==> src/rtl/myriadrf_rx_if.sv <==
`default_nettype none
// ============================================================================
// myriadrf_rx_if : pairs interleaved 12-bit I/Q RX words into 24-bit samples,
//                  queues them in a FWFT FIFO, counts drops and framing errors.
// Revision: 1.0
// ============================================================================
module myriadrf_rx_if #(
  parameter int DEPTH = 4,
  parameter int CNT_W = 16
) (
  input  logic             clk,
  input  logic             rst_n,
  input  logic             en_i,
  input  logic [11:0]      rxd,
  input  logic             rxiqsel,
  output logic [23:0]      m_data_o,
  output logic             m_valid_o,
  input  logic             m_ready_i,
  input  logic             clr_i,
  output logic [CNT_W-1:0] ovf_cnt_o,
  output logic [CNT_W-1:0] err_cnt_o
);

  localparam int AW = (DEPTH > 1) ? $clog2(DEPTH) : 1;
  localparam logic [AW:0] FULL_CNT = (AW+1)'(DEPTH);
  localparam logic [CNT_W-1:0] CNT_MAX = '1;

  typedef enum logic [0:0] {
    WAIT_I = 1'b0,
    HAVE_I = 1'b1
  } state_t;

  logic [11:0]      rxd_q;
  logic             iqsel_q;
  state_t           state_q, state_d;
  logic [11:0]      i_q, i_d;
  logic             push;
  logic             err_inc;
  logic [23:0]      mem_q [DEPTH];
  logic [23:0]      mem_d [DEPTH];
  logic [AW-1:0]    wr_ptr_q, wr_ptr_d;
  logic [AW-1:0]    rd_ptr_q, rd_ptr_d;
  logic [AW:0]      cnt_q, cnt_d;
  logic [23:0]      data_q, data_d;
  logic [CNT_W-1:0] ovf_q, ovf_d;
  logic [CNT_W-1:0] err_q, err_d;
  logic             pop;
  logic             full;
  logic             wr_en;
  logic             ovf_inc;

  function automatic logic [CNT_W-1:0] sat_next(input logic [CNT_W-1:0] cur,
                                               input logic inc, input logic clr);
    logic [CNT_W-1:0] nxt;
    nxt = cur;
    if (clr)
      nxt = '0;
    else if (inc && (cur != CNT_MAX))
      nxt = cur + CNT_W'(1);
    return nxt;
  endfunction

  // Pairing FSM operates on the registered bus word, gated by the live enable.
  always_comb begin
    state_d = state_q;
    i_d     = i_q;
    push    = 1'b0;
    err_inc = 1'b0;
    if (!en_i) begin
      state_d = WAIT_I;
    end else begin
      case (state_q)
        WAIT_I: begin
          if (!iqsel_q) begin
            i_d     = rxd_q;
            state_d = HAVE_I;
          end else begin
            err_inc = 1'b1;
          end
        end
        HAVE_I: begin
          if (iqsel_q) begin
            push    = 1'b1;
            state_d = WAIT_I;
          end else begin
            i_d     = rxd_q;
            err_inc = 1'b1;
          end
        end
        default: state_d = WAIT_I;
      endcase
    end
  end

  assign m_valid_o = (cnt_q != '0);
  assign m_data_o  = data_q;
  assign ovf_cnt_o = ovf_q;
  assign err_cnt_o = err_q;

  // A pop in the same cycle frees the slot, so a push into a full FIFO survives.
  always_comb begin
    pop      = m_valid_o & m_ready_i;
    full     = (cnt_q == FULL_CNT);
    wr_en    = push & (~full | pop);
    ovf_inc  = push & full & ~pop;
    mem_d    = mem_q;
    wr_ptr_d = wr_ptr_q;
    rd_ptr_d = rd_ptr_q;
    cnt_d    = cnt_q;
    if (wr_en) begin
      mem_d[wr_ptr_q] = {i_q, rxd_q};
      wr_ptr_d        = wr_ptr_q + AW'(1);
    end
    if (pop)
      rd_ptr_d = rd_ptr_q + AW'(1);
    case ({wr_en, pop})
      2'b10:   cnt_d = cnt_q + (AW+1)'(1);
      2'b01:   cnt_d = cnt_q - (AW+1)'(1);
      default: cnt_d = cnt_q;
    endcase
    // Output register tracks the next head so data holds once the FIFO empties.
    data_d = (cnt_d != '0) ? mem_d[rd_ptr_d] : data_q;
    ovf_d  = sat_next(ovf_q, ovf_inc, clr_i);
    err_d  = sat_next(err_q, err_inc, clr_i);
  end

  always_ff @(posedge clk or negedge rst_n) begin
    if (!rst_n) begin
      rxd_q    <= '0;
      iqsel_q  <= 1'b0;
      state_q  <= WAIT_I;
      i_q      <= '0;
      for (int k = 0; k < DEPTH; k++)
        mem_q[k] <= '0;
      wr_ptr_q <= '0;
      rd_ptr_q <= '0;
      cnt_q    <= '0;
      data_q   <= '0;
      ovf_q    <= '0;
      err_q    <= '0;
    end else begin
      rxd_q    <= rxd;
      iqsel_q  <= rxiqsel;
      state_q  <= state_d;
      i_q      <= i_d;
      mem_q    <= mem_d;
      wr_ptr_q <= wr_ptr_d;
      rd_ptr_q <= rd_ptr_d;
      cnt_q    <= cnt_d;
      data_q   <= data_d;
      ovf_q    <= ovf_d;
      err_q    <= err_d;
    end
  end

endmodule
`default_nettype wire
==> config.mk <==
export PLATFORM = sky130hd
export DESIGN_NAME = myriadrf_rx_if
export DESIGN_NICKNAME = d
export VERILOG_FILES = /design/src/rtl/myriadrf_rx_if.sv
export SDC_FILE = /design/constraint.sdc
export NUM_CORES = 1
export LEC_CHECK = 0
export BUFFER_PORTS_ARGS = -buffer_cell sky130_fd_sc_hd__buf_2
export CORE_UTILIZATION = 52
export DETAILED_ROUTE_END_ITERATION = 10
export PLACE_DENSITY = 0.69
export SLEW_MARGIN = 10
export SYNTH_ARGS = -nofsm -noshare
export SYNTH_HDL_FRONTEND = slang
export SYNTH_SLANG_ARGS = --single-unit
==> constraint.sdc <==
create_clock -name clk -period 6.9 [get_ports clk]
set_input_delay 2.07 -clock clk [delete_from_list [all_inputs] [get_ports clk]]
set_output_delay 2.07 -clock clk [all_outputs]
set_load 0.02 [all_outputs]
==> qor.txt <==
Status: complete, no violations
Worst reg2reg startpoint: cnt_q[1]$_DFF_PN0_
Maximum VDD drop: 0.275 mV
Worst-Margin Slew: 1.25 ns
Clk_lat worst skew: 0.43 ns
R2R cell count: 9
Top cells by area, synth: dfrtp_1 55%, nand3_1 7.8%, mux2_2 4.8%
Yosys top cell by area: dfrtp_1
Clk pin slew, worst setup/hold paths: 0.07 ns
Layout Utilization: 61.2%
Share of flip-flops with an asynchronous set or reset: 100%
Syn. warnings: 0
Post-synthesis sequential area ratio: 55.2%
Post-Syn Nets: 845
CTS tree: built
CTS Sinks: 185
DR iter-0 viols: 552
Post-synth EDFFs: 0
Maxcap violations: 0
Die Area: 16600 um^2
Final setup margin: 2.69 ns
# DRC: 0
Vias: 6632
Vias in the first global route: 6291
Setup TNS Final: 0 ns
RSZ-0062 raised after global routing: no
RePlAce Congestion: 0.802
CP max FO: 24
Crit path capture type: flip-flop
FF-to-FF End: m_data_o[5]$_DFFE_PN0P_
Post-synth cell types: 44
Reg2reg setup slack: 3.79 ns
Seq cells post-synth: 185
Most used DFF post-synth: dfrtp_1
Initial antenna violation count: 0
Maximum clock frequency: 237 MHz
Hold_sp: mem_q[71]$_DFF_PN0_
HPWL after DPL: 11.9 mm
DP Worst Slack: 2.22 ns
Crit start category: primary input
Top post-synthesis cells by count: 185 x dfrtp_1, 131 x nand3_1, 86 x nand2_1, 80 x o21ai_0, 46 x clkbuf_1
Final net count: 893
Avg Cell Area, Syn: 10.3 um^2
Starting Density: 53.0%
Post-route minimum period: 4.21 ns
First-pass GRT wire length: 33.5 mm
Die height: 129 um
Min-delay worst type: flip-flop to flip-flop
Area growth syn-to-layout: 15.4%
Die width: 129 um
Initial DRT Pass Iterations: 5
H-tree levels: 4
Slew HR: 16.3%
CTS Buf Count: 17
CTS Buffer Depth: 2
Filler cells: 1321
Post-Syn Instances: 818
Final hold vios: 0
Tcrit/Tclk final: 61.0%
I/O Buffers: 74
Worst Skew: 0.00992 ns
CTS Hold Buffers Added: 0
Share of layout cells above drive strength 1: 18.8%
PwrDens: 436 nW/um^2
Synth top area share: 55.2%
Core area: 15800 um^2
Post_cts resized: 0
WP data arrival: 4.56 ns
Overall routing resource usage: 26.5%
Synthesized area: 8390 um^2
Final slew viol count: 0
Post-CTS Setup Bufs: 0
Ant diodes: 0
Overall power: 4220 uW
Crit Path Category: primary input to flip-flop
Largest net degree at the start of global routing: 186
Root Driver: clkbuf_16
Top-level I/O count: 75
Leakage dissipation: 0.00477 uW
Routed WL per cell: 18.9 um
# rows: 46
Crit path to: m_data_o[5]$_DFFE_PN0P_
Setup violators final: 0
Post-route ant nets: 0
Via/cell ratio: 6.06
Crit path from: en_i
Count leader, synth: dfrtp_1
CP required: 7.25 ns
Final Hold Slack: 0.502 ns
Drt total wl: 20.7 mm
Overflow after GRT: 0
==> cells by family (layout without fill, tap and decap cells) <==
| family | count (synthesis) | count (layout) | share of synthesized area [%] |
|---|---|---|---|
| AOI/OAI and AO/OA | 126 | 126 | 9.31 |
| xor gates and xnor gates | 29 | 29 | 3.03 |
| adders and majority gates | 9 | 9 | 1.43 |
| buffers and inverters | 86 | 147 | 3.98 |
| DFF | 185 | 185 | 55.2 |
| muxes | 65 | 65 | 8.29 |
| and+or+nand+nor | 318 | 318 | 18.8 |
==> cell usage in the layout, fill, tap and decap left out, drive strengths merged, types with 25 or more instances in the layout <==
cell and n:
o2111ai 29, nand4 33, nand3 131, xor2 25
o21ai 80, buf 84, inv 34, dfrtp 185
mux2i 29, nand2 86, nor2 33, mux2 36
==> flip-flops by register name (all words and copies together), names as in the netlist, 3 cells and up <==
name	count
rxd_q	12
err_cnt_o	16
m_data_o	24
mem_q	96
cnt_q	3
ovf_cnt_o	16
i_q	12
==> through the flow <==
step                instances  area (um^2)
floorplan                 818         8390
detailed placement       1063         8950
finish                   1095         9680
CTS                      1095         9680
global placement         1063         8950
global route             1095         9680
==> area by class of cell <==
cell class,instances,area (um^2),area share (%)
well taps,216,270,2.79
flip-flops and latches,185,4630,47.8
multi-input cells,547,3470,35.9
clock buffers,18,439,4.54
inverters,31,116,1.20
clock inverters,14,289,2.99
repair buffers,84,464,4.79
==> how the worst min path moves through the flow <==
stage | end | cells after the start
CTS | mem_q[71]$_DFF_PN0_ | 1
finish | mem_q[71]$_DFF_PN0_ | 1
detailed placement | mem_q[71]$_DFF_PN0_ | 1
global route | mem_q[57]$_DFF_PN0_ | 1
global placement | mem_q[61]$_DFF_PN0_ | 1
floorplan | mem_q[52]$_DFF_PN0_ | 1
==> worst max-delay path, stage by stage <==
cell and delay [ns]:
buf_2 0.15, nand2_1 0.25, nor2_1 0.14, inv_1 0.07
ha_1 0.17, inv_1 0.06, fa_1 0.37, xor2_1 0.15
nor2_1 0.12, xor2_1 0.18, or3_1 0.13, buf_4 0.44
mux2i_1 0.26
==> power breakdown <==
| group | total [uW] | switching (uW) | leakage [uW] | internal [uW] |
|---|---|---|---|---|
| Sequential | 1590 | 153 | 0.00237 | 1440 |
| Clock | 1190 | 421 | 0.000355 | 766 |
| Combinational | 1440 | 894 | 0.00204 | 545 |
==> layer usage <==
metal	up-vias	wire length [um]	track usage, %	share of wire [%]
met3	40	1390	4.99	6.7
li1	3015	-	-	-
met5	-	0	0	0
met2	254	9730	40.1	47
met4	0	370	10.8	1.8
met1	3323	9260	37.8	45
Note: power is estimated with default switching activity, not from simulation.
